===== config.mk =====
export PLATFORM = sky130hd
export DESIGN_NAME = wsg_scheduler_flat
export DESIGN_NICKNAME = d
export VERILOG_FILES = /design/src/rtl/wsg_scheduler_if.sv /design/src/rtl/wsg_scheduler.sv /design/src/flat_wrapper.sv
export SDC_FILE = /design/constraint.sdc
export NUM_CORES = 1
export LEC_CHECK = 0
export ABC_AREA = 0
export CORE_ASPECT_RATIO = 2
export CORE_MARGIN = 8
export CORE_UTILIZATION = 55
export CTS_CLUSTER_DIAMETER = 30
export DETAILED_ROUTE_END_ITERATION = 12
export PLACE_DENSITY = 0.74
export SLEW_MARGIN = 10
export SYNTH_ARGS = -nofsm -noshare
export SYNTH_HDL_FRONTEND = slang
export SYNTH_SLANG_ARGS = --single-unit

===== constraint.sdc =====
create_clock -name clk -period 6 [get_ports clk]
set_input_delay 0.6 -clock clk [delete_from_list [all_inputs] [get_ports clk]]
set_output_delay 0.6 -clock clk [all_outputs]
set_load 0.1 [all_outputs]

===== src/rtl/wsg_scheduler_if.sv =====
`default_nettype none
// ============================================================================
// Module   : wsg_scheduler_if
// Purpose  : Bundles the sound-register write port, the wave PROM port and
//            the mixed-sample output of the wavetable scheduler.
// Signals  : wr_en/wr_addr/wr_data   register file write strobe, index, data
//            prom_rd/prom_addr       PROM clock enable pulse and address
//            prom_data_a/prom_data_b PROM A/B data, valid the cycle after rd
//            sample_out/sample_valid signed 10-bit mix and its update pulse
// Modports : master = host/PROM side, slave = scheduler
// Revision : 1.0  initial release
// ============================================================================
interface wsg_scheduler_if;
  logic       wr_en;
  logic [4:0] wr_addr;
  logic [3:0] wr_data;
  logic       prom_rd;
  logic [7:0] prom_addr;
  logic [3:0] prom_data_a;
  logic [3:0] prom_data_b;
  logic [9:0] sample_out;
  logic       sample_valid;

  modport master (
    output wr_en, wr_addr, wr_data, prom_data_a, prom_data_b,
    input  prom_rd, prom_addr, sample_out, sample_valid
  );

  modport slave (
    input  wr_en, wr_addr, wr_data, prom_data_a, prom_data_b,
    output prom_rd, prom_addr, sample_out, sample_valid
  );
endinterface
`default_nettype wire


===== src/rtl/wsg_scheduler.sv =====
`default_nettype none
// ============================================================================
// Module   : wsg_scheduler
// Purpose  : Three-voice wavetable sound scheduler. Holds 32 x 4-bit sound
//            registers, advances one 20-bit phase accumulator per voice once
//            per output sample, fetches one PROM nibble per voice and mixes
//            volume-scaled, offset-removed samples into a signed 10-bit sum.
//            CLK_HZ/SAMPLE_HZ must be at least 16 so a frame (11 cycles)
//            always completes before the next one starts.
// Ports    : clk    rising-edge clock
//            reset  asynchronous, active-high reset
//            bus    wsg_scheduler_if.slave (register writes, PROM, samples)
// Revision : 1.0  initial release
// ============================================================================
module wsg_scheduler #(
  parameter int CLK_HZ    = 47828000,
  parameter int SAMPLE_HZ = 24000
) (
  input  wire logic         clk,
  input  wire logic         reset,
  wsg_scheduler_if.slave    bus
);

  localparam int c_DIV    = CLK_HZ / SAMPLE_HZ;
  localparam int c_TICK_W = $clog2(c_DIV);
  localparam logic [c_TICK_W-1:0] c_TICK_MAX = c_TICK_W'(c_DIV - 1);

  typedef enum logic [2:0] {
    S_IDLE = 3'd0,
    S_ADDR = 3'd1,
    S_WAIT = 3'd2,
    S_ACC  = 3'd3,
    S_OUT  = 3'd4
  } state_t;

  // Sound register file
  logic [31:0][3:0]    r_regs;

  // Scheduler state
  state_t              r_state;
  logic [c_TICK_W-1:0] r_tick;
  logic                r_frame;
  logic [1:0]          r_voice;
  logic signed [9:0]   r_acc;
  logic [2:0][19:0]    r_phase;
  logic                r_prom_rd;
  logic [7:0]          r_prom_addr;
  logic [9:0]          r_sample;
  logic                r_valid;

  // Per-voice decoded register fields
  logic [2:0][3:0]     w_wave;
  logic [2:0][3:0]     w_vol;
  logic [2:0][3:0]     w_low;
  logic [2:0][19:0]    w_freq;

  logic                w_sel_b;
  logic [3:0]          w_s;
  logic signed [4:0]   w_diff;
  logic signed [9:0]   w_term;
  logic [1:0]          w_next_voice;
  logic                w_unused;

  always_ff @(posedge clk or posedge reset) begin
    if (reset) begin
      r_regs <= '0;
    end else if (bus.wr_en) begin
      r_regs[bus.wr_addr] <= bus.wr_data;
    end
  end

  // Voice v uses registers at offset 5*v; only voice 0 has a low freq nibble.
  for (genvar gv = 0; gv < 3; gv++) begin : g_voice
    localparam int c_OFF = 5 * gv;
    if (gv == 0) begin : g_low
      assign w_low[gv] = r_regs[16];
    end else begin : g_no_low
      assign w_low[gv] = 4'h0;
    end
    assign w_wave[gv] = r_regs[5 + c_OFF];
    assign w_vol[gv]  = r_regs[21 + c_OFF];
    assign w_freq[gv] = {r_regs[20 + c_OFF], r_regs[19 + c_OFF],
                         r_regs[18 + c_OFF], r_regs[17 + c_OFF], w_low[gv]};
  end

  // Registers without a function here stay writable but are never decoded.
  assign w_unused = ^{r_regs[14:11], r_regs[9:6], r_regs[4:0]};

  // Remove the PROM's mid-scale offset of 7 and scale by volume. The product
  // always fits in 8 bits signed (-105..+120); it is formed directly at the
  // accumulator width so it is already sign-extended.
  assign w_sel_b      = w_wave[r_voice][3];
  assign w_s          = w_sel_b ? bus.prom_data_b : bus.prom_data_a;
  assign w_diff       = $signed({1'b0, w_s}) - 5'sd7;
  assign w_term       = $signed({6'b0, w_vol[r_voice]}) *
                        $signed({{5{w_diff[4]}}, w_diff});
  assign w_next_voice = r_voice + 2'd1;

  // prom_rd/prom_addr and sample_valid/sample_out are registered, so they are
  // loaded on the transition into ADDR/OUT respectively.
  always_ff @(posedge clk or posedge reset) begin
    if (reset) begin
      r_state     <= S_IDLE;
      r_tick      <= '0;
      r_frame     <= 1'b0;
      r_voice     <= 2'd0;
      r_acc       <= '0;
      r_phase     <= '0;
      r_prom_rd   <= 1'b0;
      r_prom_addr <= 8'h00;
      r_sample    <= 10'h000;
      r_valid     <= 1'b0;
    end else begin
      // r_frame marks the cycle in which the tick counter has just wrapped.
      r_tick    <= (r_tick == c_TICK_MAX) ? '0 : r_tick + c_TICK_W'(1);
      r_frame   <= (r_tick == c_TICK_MAX);
      r_prom_rd <= 1'b0;
      r_valid   <= 1'b0;

      case (r_state)
        S_IDLE: begin
          r_voice <= 2'd0;
          r_acc   <= '0;
          if (r_frame) begin
            r_state     <= S_ADDR;
            r_prom_rd   <= 1'b1;
            r_prom_addr <= {w_wave[0][2:0], r_phase[0][17:13]};
          end
        end

        S_ADDR: r_state <= S_WAIT;

        S_WAIT: r_state <= S_ACC;

        S_ACC: begin
          r_acc            <= r_acc + w_term;
          r_phase[r_voice] <= r_phase[r_voice] + w_freq[r_voice];
          if (r_voice != 2'd2) begin
            // The next voice's phase is untouched this cycle, so its
            // pre-update value is what the address uses.
            r_voice     <= w_next_voice;
            r_state     <= S_ADDR;
            r_prom_rd   <= 1'b1;
            r_prom_addr <= {w_wave[w_next_voice][2:0],
                            r_phase[w_next_voice][17:13]};
          end else begin
            r_state  <= S_OUT;
            r_sample <= r_acc + w_term;
            r_valid  <= 1'b1;
          end
        end

        S_OUT: r_state <= S_IDLE;

        default: r_state <= S_IDLE;
      endcase
    end
  end

  assign bus.prom_rd      = r_prom_rd;
  assign bus.prom_addr    = r_prom_addr;
  assign bus.sample_out   = r_sample;
  assign bus.sample_valid = r_valid;

endmodule
`default_nettype wire


===== src/flat_wrapper.sv =====
// flat-port wrapper written by rule: the top's interface ports become plain ports
module wsg_scheduler_flat 
#(
  parameter int CLK_HZ    = 47828000,
  parameter int SAMPLE_HZ = 24000
)
  (clk, reset, bus_wr_en, bus_wr_addr, bus_wr_data, bus_prom_data_a, bus_prom_data_b, bus_prom_rd, bus_prom_addr, bus_sample_out, bus_sample_valid);
  wsg_scheduler_if bus_i ();
  input  wire logic clk;
  input  wire logic reset;
  input wire logic [$bits(bus_i.wr_en)-1:0] bus_wr_en;
  input wire logic [$bits(bus_i.wr_addr)-1:0] bus_wr_addr;
  input wire logic [$bits(bus_i.wr_data)-1:0] bus_wr_data;
  input wire logic [$bits(bus_i.prom_data_a)-1:0] bus_prom_data_a;
  input wire logic [$bits(bus_i.prom_data_b)-1:0] bus_prom_data_b;
  output wire logic [$bits(bus_i.prom_rd)-1:0] bus_prom_rd;
  output wire logic [$bits(bus_i.prom_addr)-1:0] bus_prom_addr;
  output wire logic [$bits(bus_i.sample_out)-1:0] bus_sample_out;
  output wire logic [$bits(bus_i.sample_valid)-1:0] bus_sample_valid;
  assign bus_i.wr_en = bus_wr_en;
  assign bus_i.wr_addr = bus_wr_addr;
  assign bus_i.wr_data = bus_wr_data;
  assign bus_i.prom_data_a = bus_prom_data_a;
  assign bus_i.prom_data_b = bus_prom_data_b;
  assign bus_prom_rd = bus_i.prom_rd;
  assign bus_prom_addr = bus_i.prom_addr;
  assign bus_sample_out = bus_i.sample_out;
  assign bus_sample_valid = bus_i.sample_valid;
  wsg_scheduler #(.CLK_HZ(CLK_HZ), .SAMPLE_HZ(SAMPLE_HZ)) u_core (.clk(clk), .reset(reset), .bus(bus_i));
endmodule

==> run metrics <==
Post-Syn Area 9440 sq um; Core Area 17000 sq um; YS warnings 0; Fin Clk Skew 16.9 ps; CP cell instances nand2b_1 > mux2i_4 > mux2_2 > ha_1 > inv_1 > xnor2_1 > or2_1 > fa_1 > fa_1 > fa_1 > fa_1 > inv_1 > fa_1 > a211oi_2 > o21bai_1 > a21oi_2 > xnor2_2 > xnor2_1 > o21ai_1; Critical Path Most Common Cell fa_1; EDFF count, synth 0; DRT iter0 DRCs 416; Final Cycle Share 0.965; CTS Buffer Depth 2; Num Clock Sinks 171; Initial Utilization 0.555; Internal Pwr Total 2.18 mW; row cnt 68; NetSw 1.01 mW; run status finished clean; PortBufs 39; static leakage 4.70 nW; Antenna Violating Nets Remaining 0; clock network power share 0.364; Overflow after GRT 0; crit-path max cell delay 550 ps; Async SR Flop Fraction 1.00; WP data required 6300 ps; Clk Latency, worst-skew pair 440 ps; Seq/Total Area, Yosys 0.453; nets@finish 1032; sequential share of power 0.410; Chip Width 109 um; post-DP HPWL 14400 um; Die ar. 21900 sq um; crit path max-delay cell type fa_1; CP Data Arrival Time 6090 ps; Routability Congestion 0.873; final core utilization 0.627; final hold vios 0; via count 6907; TritonCTS Buffers 17; final WL 21200 um; Clk pin slew, worst setup/hold paths 70 ps; Setup crit end kind register; largest net degree at the start of global routing 67; P&R area growth vs syn 13.1%; CTS tree built; area fraction of the dominant cell type after synthesis 0.453; Hold Crit Class reg -> reg; drt pass-1 iters 6; share of layout cells above drive strength 1 0.137; Area contributors post-synth dfrtp_1, mux2_2, ha_1; CP max FO 4; Peak Freq 173 MHz; slew margin rel. 0.311; Avg WL per Cell 18.1 um; CP top delay family adder cells; clk root buf clkbuf_16; Slew @ Worst Pin 1030 ps; Comb power frac 0.226; number of diodes 0; syn_area_per_cell 10.3 sq um; total power 3.19 mW; WS Path Type reg -> reg; WP buf/inv 2; min cycle time layout 5790 ps; cell taking the most area after synthesis dfrtp_1; vias in the first global route 7009; Main synth FF type dfrtp_1; Final Slew Violations 0; CTS H-tree lvls 4; flops & latches, synth 171; Max-Cap Viols 0; worst IR drop on VDD 200 uV; global-route wire length before repair 35700 um; post-synth cell types 62; PwrDens 299 nW/um^2; Tot GR Track Use 0.204; DRC 0; Vias/cell 5.88; final setup violation count 0; Post-Synthesis Cells 920; Startpoint Class register; Post-Syn Nets 1001; antenna violations before repair 0; Die H 201 um; IO Pins 40; switching share of power 0.317
-- cell type report --
class                           count  area [sq um]
Fill cell                        1387          6340
Multi-Input combinational cell    662          4840
Clock buffer                       17           425
Tap cell                          210           263
Clock inverter                     15           201
Timing Repair Buffer               51           480
Inverter                           48           185
Sequential cell                   171          4280
-- timing repair --
| item | 4_1_cts | 5_1_grt |
|---|---|---|
| setup buffers | 0 | 1 |
| endpoints found under the setup margin | 0 | 2 |
| gates resized for setup | 0 | 3 |
| hold buffers | 0 | 0 |
-- kinds of logic after synthesis --
| logic type | after synthesis | synth area share |
|---|---|---|
| AO/OA/AOI/OAI | 202 | 0.128 |
| XOR/XNOR | 35 | 0.0333 |
| multiplexers | 124 | 0.144 |
| buffers and inverters | 87 | 0.0357 |
| AND/OR/NAND/NOR | 240 | 0.113 |
| adder cells (fa/ha/maj) | 61 | 0.0928 |
| flip-flops | 171 | 0.453 |
-- power groups by stage --
stage / combinational [mW] / sequential, mW / clock [mW]
4_1_cts: 0.712 / 1.31 / 1.18
3_5_place_dp: 0.704 / 1.33 / 0
6_report: 0.719 / 1.31 / 1.16
5_1_grt: 0.791 / 1.32 / 1.23
2_1_floorplan: 0.447 / 1.39 / 0
3_3_place_gp: 0.676 / 1.32 / 0
-- routing by layer --
| layer | track usage | wire, um |
|---|---|---|
| met1 | 0.275 | 9730 |
| met2 | 0.320 | 10300 |
| met3 | 0.0324 | 852 |
| met4 | 0.0788 | 393 |
| met5 | 0 | 0 |
-- synthesized netlist by cell type (3+ instances only) --
library cell,count
mux2i_1,40
buf_1,6
nor2b_1,6
mux2_1,14
fa_1,15
xnor2_1,17
dfrtp_1,171
o22ai_1,14
o211ai_1,5
nand2b_1,6
inv_2,3
buf_2,5
o21ai_1,49
or3_1,6
and2_1,4
a21o_1,4
o2bb2ai_1,3
nor2_1,57
nor3_1,7
a211oi_1,3
or2_1,4
nand3_1,13
a222oi_1,5
clkbuf_1,27
xor2_1,17
nand2_1,120
inv_1,45
a22o_1,9
o21ai_0,50
mux2_2,68
o21bai_1,4
nand3b_1,3
a21oi_1,41
ha_1,46
-- cell usage in the layout (no fill, tap or decap), types with 6 or more instances in the layout --
| cell | instances |
|---|---|
| nor2b_1 | 6 |
| fa_1 | 15 |
| nand3_1 | 13 |
| mux2_2 | 68 |
| clkdlybuf4s50_1 | 39 |
| nor2_1 | 57 |
| buf_4 | 12 |
| xor2_1 | 17 |
| or3_1 | 6 |
| ha_1 | 46 |
| clkbuf_16 | 17 |
| nor3_1 | 7 |
| nand2b_1 | 6 |
| mux2i_1 | 40 |
| nand2_1 | 120 |
| xnor2_1 | 16 |
| inv_6 | 7 |
| o21ai_0 | 50 |
| mux2_1 | 14 |
| o22ai_1 | 14 |
| dfrtp_1 | 169 |
| inv_1 | 44 |
| a21oi_1 | 40 |
| o21ai_1 | 49 |
| a22o_1 | 9 |
-- stage by stage --
step                      cells  setup WS (ps)  TNS [ps]  hold slack, ps  cell area (sq um)
after CTS                  1173           96.4         0             480              10700
after floorplan             920            673         0             433               9440
final                      1174            208         0             475              10700
after global placement     1141            316         0             446              10000
after global routing       1174          -12.3     -21.0             494              10700
after detailed placement   1141            204         0             458              10000
-- final timing paths --
| check | end | from | depth (start not counted) | slack (ps) |
|---|---|---|---|---|
| min reg2reg | u_core.r_tick[0] | u_core.r_tick[0] | 1 | 480 |
| max | u_core.bus.sample_out[9] | u_core.r_voice[1] | 19 | 210 |
| max reg2reg | u_core.bus.sample_out[9] | u_core.r_voice[1] | 19 | 210 |
| max in group asynchronous | u_core.r_tick[3] | reset | 3 | 4210 |
| min in group asynchronous | u_core.r_phase[23] | reset | 2 | 560 |
| min | u_core.r_tick[0] | u_core.r_tick[0] | 1 | 480 |
-- flip-flops by register name (all words and copies together) (netlist names) --
name                     count
u_core.r_regs               70
u_core.r_phase              54
u_core.r_tick               11
u_core.bus.sample_out       10
u_core.r_acc                10
u_core.bus.prom_addr         8
u_core.r_state               3
u_core.r_voice               2
u_core.bus.prom_rd           1
u_core.bus.sample_valid      1
u_core.r_frame               1
Power figures use the tool's default switching activity.
